--- src/rtl/uart_tx_fifo.sv ---
// Byte FIFO and frame issue controller feeding a UART transmitter over tx_write/tx_data/tx_finished.
// Define UART_TX_CTS_EN to add the n_cts port and gate frame issue on synchronized clear-to-send.
module uart_tx_fifo #(
  parameter  int unsigned DEPTH = 16,
  localparam int unsigned AW    = $clog2(DEPTH)
) (
  input  logic          clk,
  input  logic          reset,
  input  logic          wr_en,
  input  logic [7:0]    wr_data,
  output logic          full,
  output logic          empty,
  output logic [AW:0]   level,
  output logic          overflow,
  output logic          busy,
  output logic          tx_write,
  output logic [7:0]    tx_data,
  input  logic          tx_finished
`ifdef UART_TX_CTS_EN
  ,
  input  logic          n_cts
`endif
);

  typedef enum logic {IDLE, WAIT} state_t;

  state_t      state, state_next;
  logic [AW:0] wr_ptr, rd_ptr;
  logic [7:0]  mem [DEPTH];
  logic        push, issue, cts_ok;

  assign level = wr_ptr - rd_ptr;
  assign full  = (level == (AW+1)'(DEPTH));
  assign empty = (level == '0);
  assign push  = wr_en && !full;

`ifdef UART_TX_CTS_EN
  logic cts_meta, cts_sync;

  always_ff @(posedge clk or posedge reset) begin
    if (reset) begin
      cts_meta <= 1'b1;
      cts_sync <= 1'b1;
    end else begin
      cts_meta <= n_cts;
      cts_sync <= cts_meta;
    end
  end

  assign cts_ok = !cts_sync;
`else
  assign cts_ok = 1'b1;
`endif

  always_ff @(posedge clk or posedge reset) begin
    if (reset) state <= IDLE;
    else       state <= state_next;
  end

  always_comb begin
    state_next = state;
    case (state)
      IDLE:    if (!empty && cts_ok) state_next = WAIT;
      WAIT:    if (tx_finished)      state_next = IDLE;
      default: state_next = IDLE;
    endcase
  end

  always_comb begin
    issue = (state == IDLE) && !empty && cts_ok;
    busy  = (state == WAIT);
  end

  // Storage is deliberately not reset; only pointers define validity.
  always_ff @(posedge clk) begin
    if (push) mem[wr_ptr[AW-1:0]] <= wr_data;
  end

  always_ff @(posedge clk or posedge reset) begin
    if (reset) begin
      wr_ptr   <= '0;
      rd_ptr   <= '0;
      overflow <= 1'b0;
      tx_write <= 1'b0;
      tx_data  <= '0;
    end else begin
      if (push)           wr_ptr   <= wr_ptr + 1'b1;
      if (wr_en && full)  overflow <= 1'b1;
      tx_write <= issue;
      if (issue) begin
        tx_data <= mem[rd_ptr[AW-1:0]];
        rd_ptr  <= rd_ptr + 1'b1;
      end
    end
  end

endmodule
--- config.mk ---
export PLATFORM = sky130hd
export DESIGN_NAME = uart_tx_fifo
export DESIGN_NICKNAME = d
export VERILOG_FILES = /design/src/rtl/uart_tx_fifo.sv
export SDC_FILE = /design/constraint.sdc
export NUM_CORES = 1
export LEC_CHECK = 0
export BUFFER_PORTS_ARGS = -buffer_cell sky130_fd_sc_hd__buf_2
export CORE_UTILIZATION = 40
export CTS_CLUSTER_SIZE = 20
export DETAILED_ROUTE_END_ITERATION = 8
export GPL_TIMING_DRIVEN = 0
export PLACE_DENSITY = 0.53
export SETUP_SLACK_MARGIN = 0.5
export SYNTH_ARGS = -nofsm -noshare
export SYNTH_HDL_FRONTEND = slang
export SYNTH_SLANG_ARGS = --single-unit
--- constraint.sdc ---
create_clock -name clk -period 7.5 [get_ports clk]
set_input_delay 1.5 -clock clk [delete_from_list [all_inputs] [get_ports clk]]
set_output_delay 1.5 -clock clk [all_outputs]
set_load 0.02 [all_outputs]
==> run summary, run 1 <==
The combinational power share was 36.1%; the global-route wire length before repair was 19,200 µm. The logs give 35.5% for the share of total power in sequential cells and 0 for the number of max-slew violations in the final report. The number of hold buffers added after CTS was 0. The sum of routed wire length over all layers was 12,900 µm.

The logs give 22 for the largest net degree at the start of global routing and 3.20 ns for the signal arrival time at the worst endpoint. The path with the worst hold slack has its endpoint at overflow. Number of synthesized register bits: 149. STA classifies the critical path endpoint as a primary output.

Summed over all cells, the static leakage comes to 2.59 nW. Hold is met by 0.448 ns. The share of the yosys chip area belonging to registers was 71.6%; the overall routing resource usage was 17.8%. For the final database, setup skew stands at 0.00876 ns. The worst hold path belongs to the class flip-flop to flip-flop.

The count of boundary I/O pins is 30, and the routability-driven placement congestion ratio is 0.739. Dividing the detail-routed wire length by the instance count gives 23.3 µm. Of all nets on the critical path, the largest fanout is 10.

The fraction of power spent switching nets is 33.5%, and the maximum VDD drop is 0.302 mV. The count of buffers from port buffering came out at 29. The final reports fail on DRC. For this block, the via count after detailed routing is 3,001. The tools report the area of the placeable core as 14,700 µm². The via count of the first global-routing pass is 3,131, and the depth of the worst register-to-register path is 10.

The worst hold path begins at overflow. The number of nets with antenna violations after routing was 0. The critical path goes through buf_2 > buf_1 > inv_1 > fa_1 > xor2_2 > a211oi_2 > o22ai_2 > inv_1 > buf_2.

The die is 126 µm tall. Setup repair after global routing left no endpoint under its margin. After detailed routing, the number of remaining DRC violations is 2.

Summing every instance area after synthesis gives 6100 µm². The number of different library cells in the post-synthesis netlist is 36, and the post-placement setup slack is 3.24 ns. The clock passes through at most 2 buffers.

After the last flow step, the layout net total stands at 379. The signed area change from the synthesized netlist to the final layout is 16.5%. Time the worst path needs with I/O delays and setup: 4.70 ns. The worst register-to-register path begins at rd_ptr[1]. Data on the critical path is required at its endpoint by 6.00 ns.

After detailed routing, the number of vias per cell comes to 5.42. The worst path uses 62.7% of the clock period. The run gives 17 as the number of CTS-inserted buffers. The run gives 245 as the initial detailed-routing violation count.

The flow ran to the end, but the final reports show violations. Clock-pin slew was measured on the worst setup and hold paths at 0.06 ns. The number of gates resized after CTS was 0. The logs give 0 for the buffer count from post-CTS setup fixing and 331 for the net count of the mapped netlist.

The final cell count without fillers came out at 554. TritonCTS built the clock tree. Registers take 4370 µm². Die width: 126 µm.

The capturing point of the worst reg2reg path was mem[10][2]. The slowest stage of the critical path is the sky130_fd_sc_hd__buf_1 cell. Deepest level of the CTS H-tree: 4. Per report_power, the clock group accounts for 28.4% of the total.

Setup total negative slack on the finished layout was measured at 0 ns. For this run, the share of the core covered by cells in the final layout is 48.4%. The number of filler cells placed in the layout came out at 1,218.

By startpoint and endpoint, the worst setup path is classified as flip-flop to primary output. The worst setup path is launched from a flip-flop. After global routing the overflow that remains totals 0. For this configuration, the core starts out at a cell density of 41.5%.

The tools report the setup slack of the critical path after layout as 2.80 ns. Buffer type at the clock tree root: sky130_fd_sc_hd__clkbuf_16. The logs give 1620 µm² for the multi-input gate area in the final layout and 3.71 ns for the worst setup slack for register-to-register paths. Longest individual stage delay on the worst path: 0.56 ns. The share of post-route cells with drive strength above 1 was 31.4%; the gate count of the mapped netlist was 309. The later pin in the worst-skew pair is clocked with a latency of 0.42 ns. CTS saw 149 sinks. Once detailed placement completed, the half-perimeter wirelength came to 8310 µm. The number of antenna violations at the first check in global routing was 0; the number of diodes added for antenna fixing was 0. Setup violations remaining at the end of the flow were counted as 0. The mean area per synthesized cell was 19.7 µm². The logs give 0.213 GHz for the maximum achievable frequency and 40.0% for the headroom to the max-slew limit.

The worst hold path cell count came out at 1. Counting tap cells, the placed design contains a total of 522 instances. The power per cell area works out to 439 nW/µm².

Before antenna repair, the detailed router went through 7 iterations. The measured slew at the worst slew-check pin was 0.896 ns; the number of max-capacitance violations reported was 0. The internal portion of the total power is 2.08 mW.

The switching power total came out at 1.05 mW. The floorplan row count was 44. The number of enable-type register cells in the synthesized netlist was 128.

During synthesis, Yosys emitted a total of 0 warnings. The final-report hold violation count is 0. The most used flip-flop cell after synthesis is sky130_fd_sc_hd__edfxtp_1. The floorplan step defined a die boundary enclosing 15,800 µm².

The fraction of registers with async set/reset came out at 14.1%.
worst max-delay path by stage:
stage	to	cells after the start	slack [ns]	from
2_1_floorplan	empty	8	3.69	rd_ptr[1]
3_3_place_gp	empty	9	3.27	rd_ptr[1]
3_5_place_dp	empty	9	3.24	rd_ptr[1]
4_1_cts	empty	9	2.77	rd_ptr[1]
5_1_grt	empty	9	2.58	rd_ptr[1]
6_report	empty	9	2.80	rd_ptr[1]
critical path: cells and delay by family, from the launching register on:
family | cells | cell delay [ns]
buffers and inverters | 5 | 1.23
AOI/OAI and AO/OA | 2 | 0.51
adders and majority gates | 1 | 0.49
DFF | 1 | 0.35
xor gates and xnor gates | 1 | 0.21
synth_stat cells, types with 5 or more instances:
library cell	n	area (µm²)
sky130_fd_sc_hd__a21oi_1	5	25.0
sky130_fd_sc_hd__a22oi_1	16	120
sky130_fd_sc_hd__and3_1	17	106
sky130_fd_sc_hd__dfrtp_1	21	526
sky130_fd_sc_hd__edfxtp_1	128	3840
sky130_fd_sc_hd__ha_1	9	113
sky130_fd_sc_hd__inv_1	9	33.8
sky130_fd_sc_hd__mux2_4	8	120
sky130_fd_sc_hd__mux4_2	32	721
sky130_fd_sc_hd__nand2_1	10	37.5
sky130_fd_sc_hd__nor2_1	9	33.8
sky130_fd_sc_hd__xnor2_1	5	43.8
sky130_fd_sc_hd__xor2_1	6	52.6
cell families (layout without fill, tap and decap cells):
logic type | Yosys count | in the layout | synth area share, %
AOI/OAI and AO/OA | 25 | 25 | 3.20
xor gates and xnor gates | 12 | 12 | 1.85
adders and majority gates | 10 | 10 | 2.17
buffers and inverters | 19 | 80 | 1.91
DFF | 149 | 149 | 71.6
muxes | 42 | 42 | 14.1
and+or+nand+nor | 52 | 52 | 5.13
metrics by stage:
stage | power (mW) | area, µm²
floorplan | 1.92 | 6100
global placement | 2.25 | 6480
detailed placement | 2.27 | 6480
CTS | 3.15 | 7110
global route | 3.27 | 7110
finish | 3.12 | 7110
flip-flops by register name, summed over array words and instances, names as in the netlist:
signal / flops
mem: 128
tx_data: 8
rd_ptr: 5
wr_ptr: 5
busy: 1
overflow: 1
tx_write: 1
area by class of cell:
type | instances | share of cell area (%)
Multi-Input combinational cell | 141 | 22.7
Clock buffer | 24 | 7.85
Tap cell | 184 | 3.24
Timing Repair Buffer | 29 | 2.04
Buffer | 10 | 1.16
Sequential cell | 149 | 61.5
Clock inverter | 8 | 1.04
Inverter | 9 | 0.475
cell usage in the layout (no fill, tap or decap), types with 2 or more instances in the layout:
master and n:
sky130_fd_sc_hd__nand3_1 2, sky130_fd_sc_hd__nand3b_1 3, sky130_fd_sc_hd__nand2_1 10, sky130_fd_sc_hd__clkbuf_1 4, sky130_fd_sc_hd__inv_1 9, sky130_fd_sc_hd__mux4_2 32
sky130_fd_sc_hd__dfrtp_1 21, sky130_fd_sc_hd__clkinv_2 2, sky130_fd_sc_hd__a21oi_1 5, sky130_fd_sc_hd__buf_2 31, sky130_fd_sc_hd__inv_4 4, sky130_fd_sc_hd__clkbuf_16 22
sky130_fd_sc_hd__and3_1 17, sky130_fd_sc_hd__xnor2_1 5, sky130_fd_sc_hd__edfxtp_1 128, sky130_fd_sc_hd__buf_6 3, sky130_fd_sc_hd__ha_1 9, sky130_fd_sc_hd__nor2b_4 2
sky130_fd_sc_hd__a22oi_1 16, sky130_fd_sc_hd__nor3b_1 2, sky130_fd_sc_hd__mux2_2 2, sky130_fd_sc_hd__nor2b_1 2, sky130_fd_sc_hd__xor2_1 6, sky130_fd_sc_hd__mux2_4 8
sky130_fd_sc_hd__nor2_1 9
power groups by stage:
stage / Sequential, mW / Clock, mW / Combinational, mW
after floorplan: 1.14 / 0 / 0.781
after global placement: 1.12 / 0 / 1.13
after detailed placement: 1.12 / 0 / 1.14
after CTS: 1.11 / 0.899 / 1.15
after global routing: 1.12 / 0.930 / 1.22
final: 1.11 / 0.887 / 1.13
layer usage:
metal  routed length (µm)  global-route usage, %
met1                 6020                   24.2
met2                 6200                   28.1
met3                  525                   4.49
met4                  140                   5.38
met5                    0                      0
Note: power is estimated with default switching activity, not from simulation.
==> run 2: changes to the inputs <==
==> constraint.sdc (replaced) <==
create_clock -name clk -period 4.6 [get_ports clk]
set_input_delay 0.92 -clock clk [delete_from_list [all_inputs] [get_ports clk]]
set_output_delay 0.92 -clock clk [all_outputs]
set_load 0.02 [all_outputs]
==> run summary, run 2 (synthesis gave the netlist of run 1 again) <==
The flow ran to the end, but the final reports show violations. The final reports fail on DRC. The logs give 4.49% (unchanged) for the global routing met3 resource utilization and 379 (unchanged) for the number of nets in the finished design. The post-route cell area was 7110 µm² (about the same). The initial detailed-routing violation count came out at 253 (+3.3%).

The worst hold-check path type was flip-flop to flip-flop. The combinational power share was 36.1% (about the same); the overall routing resource usage was 17.8% (unchanged). The number of CTS-inserted buffers was 17 (unchanged); the share of total power in sequential cells was 35.5% (about the same). The deepest level of the CTS H-tree is 4 (unchanged), and the largest fanout on the critical path is 10 (unchanged). The worst setup path is launched from a flip-flop. The tools report the headroom to the max-slew limit as 41.3% (+1.3 points). The tools report the cell leakage power as 2.60 nW (+0.11%). The number of flip-flops under the largest register name is 128 (unchanged). The internal power consumption is 3.38 mW (+63%), and the largest net degree at the start of global routing is 22 (unchanged). Buffer count from post-CTS setup fixing: 0 (unchanged). The signed area change from the synthesized netlist to the final layout is 16.5% (about the same), and the final cell count without fillers is 554 (unchanged). The share of post-route cells with drive strength above 1 was 31.6% (+0.27 points).

Setup repair after global routing left no endpoint under its margin. The power per cell area is 716 nW/µm² (+63%). The library cell used most frequently in the layout, excluding fill and tap cells, is sky130_fd_sc_hd__edfxtp_1. The global-route met2 utilization is 28.1% (unchanged).

The floorplan die height is 126 µm (unchanged), and the area after detailed placement is 6480 µm² (unchanged). The area of the placeable core is 14,700 µm² (unchanged). For the detailed placement HPWL, the log shows 8310 µm (unchanged). The tools report the accumulated negative setup slack as 0 ns (unchanged). For the remaining design rule violation count, the log shows 2 (unchanged). The layer flagged by global routing as most heavily used is met2. The final-layout worst hold slack is 0.448 ns (-0.000938 ns). The worst setup path is captured at a primary output.

The fraction of power spent switching nets is 33.5% (about the same), and the maximum VDD drop is 0.493 mV (+63%). The run gives 48.4% (about the same) as the share of the core filled with cells in the final layout. The run gives 12,900 µm (-0.10%) as the sum of routed wire length over all layers.

The number of max-capacitance violations reported is 0 (unchanged). The die width is 126 µm (unchanged), and the maximum achievable frequency is 0.261 GHz. The tools report the worst-case clock skew as 0.00822 ns (-0.000537 ns). The logs give 0 (unchanged) for the final-report hold violation count and 149 (unchanged) for the total clock sinks.

For the via count of the first global-routing pass, the log shows 3,131 (unchanged). The tools report the global-route wire length before repair as 19,200 µm (unchanged). The number of filler cells placed in the layout is 1,217 (-0.082%). The post-placement setup slack came out at 0.834 ns (-2.41 ns). TritonCTS built the clock tree. The average detailed-routed wire length per instance came out at 23.2 µm (-0.10%). The count of buffers from port buffering works out to 29 (unchanged). The tools report the switching power total as 1.71 mW (+63%). Remaining global-route overflow: 0 (unchanged). The logs give 2 (unchanged) for the worst-case clock buffer depth and 30 (unchanged) for the count of boundary I/O pins. For the setup violation total in the final timing report, the log shows 0 (unchanged). The tools report the number of diodes added for antenna fixing as 0 (unchanged). The routability-driven placement congestion ratio was 0.739 (unchanged); the worst endpoint required time was 3.68 ns (-2.32 ns).

The area enclosed by the die boundary was 15,800 µm² (unchanged); the vias per cell was 5.40 (-0.23%). The worst-skew pair later-pin latency was 0.42 ns (about the same). The total power after layout was 5.09 mW (+63%); the clock transition at the registers of the reported paths was 0.06 ns (about the same). The run gives 6 (-1) as the length of the first detailed-routing pass in iterations.

After layout, the worst path uses 83.3% of the clock period. The effective utilization at floorplan was 41.5% (unchanged). Time the worst path needs with I/O delays and setup: 3.83 ns. For the setup slack of the critical path after layout, the log shows 0.770 ns (-2.03 ns). The tools report the total placed cells including tap cells as 522 (unchanged).

The number of max-slew violations in the final report is 0 (unchanged). The met1 demand-to-capacity share in global routing came out at 24.2% (unchanged). Detailed-route via count: 2,994 (-0.23%). The critical path in this run is classified as flip-flop to primary output. The tools report the buffer type at the clock tree root as sky130_fd_sc_hd__clkbuf_16. The run gives 2.91 ns (-0.29 ns) as the signal arrival time at the worst endpoint. The floorplan row count is 44 (unchanged), and the number of antenna violations at the first check in global routing is 0 (unchanged).

Measured slew at the worst slew-check pin: 0.877 ns (-0.0190 ns). Leaving out fill and tap cells, the most frequent cells in the layout are 128 x sky130_fd_sc_hd__edfxtp_1, 32 x sky130_fd_sc_hd__buf_2, 32 x sky130_fd_sc_hd__mux4_2, 22 x sky130_fd_sc_hd__clkbuf_16, 21 x sky130_fd_sc_hd__dfrtp_1. The tools report the part of the total power dissipated in the clock network as 28.4% (about the same).

The number of nets with antenna violations after routing was 0 (unchanged).
run 2: per-layer routing:
layer,wire length (µm),up-vias
met5,0,-
met4,137,0
met3,571,12
met2,6170,79
met1,5990,1556
li1,-,1347
run 2: power groups by stage:
stage	Clock [mW]	Sequential [mW]	Combinational (mW)
after floorplan	0	1.86	1.27
after global placement	0	1.83	1.84
after detailed placement	0	1.83	1.87
after CTS	1.47	1.81	1.87
after global routing	1.52	1.83	1.99
final	1.45	1.81	1.84
run 2: worst paths after layout:
check | from | to | slack [ns] | depth (start not counted)
max in group asynchronous | reset | wr_ptr[0] | 3.41 | 2
min in group asynchronous | reset | tx_data[1] | 0.66 | 2
worst min-delay path | overflow | overflow | 0.45 | 1
worst min register to register | overflow | overflow | 0.45 | 1
worst max-delay path | rd_ptr[1] | empty | 0.77 | 9
worst max register to register | rd_ptr[1] | mem[10][2] | 1.11 | 10
run 2: cell type report:
class                      count  area (µm²)  area share, %
inverter                       9        33.8          0.475
clock buffer                  24         558           7.85
buffer                        10        83.8           1.18
multi-input combinational    141        1620           22.7
timing repair buffer          29         145           2.04
tap                          184         230           3.24
clock inverter                 8        73.8           1.04
sequential                   149        4370           61.4
run 2: critical path, cell delays in order (launching register included):
cell and delay [ns]:
sky130_fd_sc_hd__dfrtp_1 0.35, sky130_fd_sc_hd__buf_2 0.25, sky130_fd_sc_hd__buf_2 0.34, sky130_fd_sc_hd__inv_1 0.13
sky130_fd_sc_hd__fa_1 0.47, sky130_fd_sc_hd__xor2_2 0.21, sky130_fd_sc_hd__a211oi_2 0.30, sky130_fd_sc_hd__o22ai_2 0.21
sky130_fd_sc_hd__inv_1 0.08, sky130_fd_sc_hd__buf_2 0.15
run 2: timing repair:
| item | 4_1_cts | 5_1_grt |
|---|---|---|
| gates resized for setup | 1 | 0 |
| endpoints found under the setup margin | 2 | 0 |
| hold buffers | 0 | 0 |
==> run 3: changes to the inputs <==
==> constraint.sdc (replaced) <==
create_clock -name clk -period 3.9 [get_ports clk]
set_input_delay 0.78 -clock clk [delete_from_list [all_inputs] [get_ports clk]]
set_output_delay 0.78 -clock clk [all_outputs]
set_load 0.02 [all_outputs]
==> run summary, run 3 (synthesis gave the netlist of run 1 again) <==
The worst-case clock skew was 0.00863 ns (+0.000414 ns). The time the worst path needs with I/O delays and setup is 3.31 ns. The library cells used most frequently in the layout, excluding fill and tap cells, are 128 x sky130_fd_sc_hd__edfxtp_1, 32 x sky130_fd_sc_hd__mux4_2, 30 x sky130_fd_sc_hd__buf_2, 22 x sky130_fd_sc_hd__clkbuf_16, 21 x sky130_fd_sc_hd__dfrtp_1. The number of max-slew violations in the final report is 0 (unchanged), and the average detailed-routed wire length per instance is 23.2 µm (about the same).

The share of post-route cells with drive strength above 1 is 34.6% (+3.0 points). Cell leakage power: 2.60 nW (+0.31%). The worst hold-check path type was flip-flop to flip-flop. The maximum VDD drop is 0.574 mV (+17%), and the area enclosed by the die boundary is 15,800 µm² (unchanged). Accumulated negative setup slack: 0 ns (unchanged).

The number of CTS-inserted buffers is 17 (unchanged), and the global-route wire length before repair is 19,300 µm (+0.15%). For the detailed-route via count, the log shows 2,988 (-0.20%). The final-report hold violation count is 0 (unchanged), and the number of diodes added for antenna fixing is 0 (unchanged). Family of cells with the greatest summed delay on the critical path: adder cells. The cell seen most often among critical-path stages is sky130_fd_sc_hd__inv_1. For the multi-input gate area in the final layout, the log shows 1640 µm² (+1.5%). Relative to the synthesized area, the layout overhead comes to 17.6%.

The power per cell area was 848 nW/µm² (+18%). The worst setup path is launched from a flip-flop. The floorplan die height was 126 µm (unchanged). The count of buffers from port buffering was 29 (unchanged). The count of boundary I/O pins came out at 30 (unchanged). The routability-driven placement congestion ratio came out at 0.739 (unchanged).

Floorplan row count: 44 (unchanged). The overall routing resource usage came out at 17.8% (+0.028 points). The vias per cell is 5.36 (-0.74%). The number of flip-flops under the largest register name is 128 (unchanged). The detailed placement HPWL came out at 8310 µm (unchanged). The slowest stage of the critical path belongs to the cell sky130_fd_sc_hd__fa_1. The logs give 4 (unchanged) for the deepest level of the CTS H-tree and 2.53 ns (-0.38 ns) for the signal arrival time at the worst endpoint.

The number of max-capacitance violations reported is 0 (unchanged), and the largest net degree at the start of global routing is 22 (unchanged). The tools report the initial detailed-routing violation count as 239 (-5.5%). The tools report the number of nets in the finished design as 382 (+0.79%). The largest fanout on the critical path is 6 (-4), and the maximum achievable frequency is 0.302 GHz. The root buffer cell chosen for the clock tree is sky130_fd_sc_hd__clkbuf_16.

The logs give 14,700 µm² (unchanged) for the area of the placeable core and 3,141 (+0.32%) for the via count of the first global-routing pass. The flow ran to the end, but the final reports show violations. The measured slew at the worst slew-check pin is 0.887 ns (+0.0105 ns).

Worst-case clock buffer depth: 2 (unchanged). The signal on the critical path passes through inv_2 > ha_1 > inv_1 > fa_1 > nand3b_1 > a211oi_4 > o22ai_4 > inv_1 > buf_2. The effective utilization at floorplan is 41.5% (unchanged), and the final-layout worst hold slack is 0.449 ns (+0.000964 ns). TritonCTS built the clock tree. The run gives 6 (unchanged) as the length of the first detailed-routing pass in iterations.

The remaining design rule violation count is 2 (unchanged). Class of the most critical setup path: flip-flop to primary output. The number of antenna violations at the first check in global routing was 0 (unchanged). In the finished design, the share of the clock period the worst path needs comes to 85.0%.

Longest individual stage delay on the worst path: 0.48 ns (about the same). For the worst endpoint required time, the log shows 3.12 ns (-0.56 ns). The total area of sequential cells is 4370 µm² (unchanged).

The worst-skew pair later-pin latency is 0.42 ns (about the same), and the remaining global-route overflow is 0 (unchanged). The headroom to the max-slew limit is 40.6% (-0.70 points), and the total clock sinks is 149 (unchanged). The number of nets with antenna violations after routing came out at 0 (unchanged). The tools report the setup violation total in the final timing report as 0 (unchanged). The die width is 126 µm (unchanged), and the clock transition at the registers of the reported paths is 0.06 ns (about the same).

The final reports fail on DRC. Number of filler cells placed in the layout: 1,223 (+0.49%). The most common cell after layout, fill and taps aside was sky130_fd_sc_hd__edfxtp_1. The endpoint class of the critical path was a primary output. The number of buffer and inverter instances along the worst setup path came out at 4 (-1). Sum of routed wire length over all layers: 12,900 µm (+0.45%).

Setup repair after global routing could not meet its margin everywhere.
[run 3: changes by cell type in the layout (fill, tap and decap cells not counted), sizes merged]
cell  delta
buf      +3
[run 3: repair_timing]
action | in CTS | in global routing
setup endpoints to repair | 134 | 83
pin swaps | 3 | 3
buffers inserted | 1 | 2
hold buffers | 0 | 0
resized for setup | 4 | 13
[run 3: worst paths after layout]
path                       startpoint          to  slack (ns)  cells past startpoint
min in group asynchronous       reset  tx_data[1]        0.54                      2
max reg2reg                 wr_ptr[0]  mem[11][2]        0.64                     11
min                          overflow    overflow        0.45                      1
max                         wr_ptr[0]       empty        0.59                      9
min reg2reg                  overflow    overflow        0.45                      1
max in group asynchronous       reset   rd_ptr[3]        2.82                      2
[run 3: worst register-to-register path: stages, from the launching register on]
cell and delay, ns:
sky130_fd_sc_hd__dfrtp_1 0.43, sky130_fd_sc_hd__inv_2 0.12, sky130_fd_sc_hd__ha_1 0.16, sky130_fd_sc_hd__inv_1 0.05, sky130_fd_sc_hd__fa_1 0.41, sky130_fd_sc_hd__xor2_2 0.25
sky130_fd_sc_hd__and4b_4 0.26, sky130_fd_sc_hd__o22a_4 0.21, sky130_fd_sc_hd__buf_4 0.16, sky130_fd_sc_hd__nor2b_4 0.22, sky130_fd_sc_hd__buf_4 0.21, sky130_fd_sc_hd__and3_1 0.43
[run 3: where the power goes]
group	switching, mW	leakage, nW	internal [mW]
Combinational	1.28	0.881	0.975
Sequential	0.141	1.41	1.99
Clock	0.629	0.318	1.07
[run 3: final cells by class]
type	count	share of cell area [%]
Buffer	10	1.40
Clock buffer	24	7.78
Clock inverter	8	1.03
Inverter	9	0.471
Multi-Input combinational cell	141	22.9
Sequential cell	149	60.9
Tap cell	184	3.21
Timing Repair Buffer	32	2.34
[run 3: stage by stage]
step / utilization [%] / area, µm² / worst slack (ns) / total power, mW / cells
floorplan: - / 6100 / 0.698 / 3.69 / 309
global placement: 44.1 / 6480 / 0.174 / 4.33 / 522
detailed placement: 44.1 / 6480 / 0.134 / 4.36 / 522
CTS: 48.5 / 7130 / 0.428 / 6.09 / 555
global route: 48.8 / 7170 / 0.477 / 6.38 / 557
finish: 48.8 / 7170 / 0.586 / 6.08 / 557
[run 3: per-layer routing]
| metal | vias up | global-route usage [%] | share of wire [%] |
|---|---|---|---|
| met1 | 1549 | 24.2 | 46 |
| met2 | 73 | 28.2 | 48 |
| met5 | - | 0 | 0 |
| met4 | 0 | 5.38 | 1.1 |
| met3 | 12 | 4.49 | 4.5 |
| li1 | 1354 | - | - |
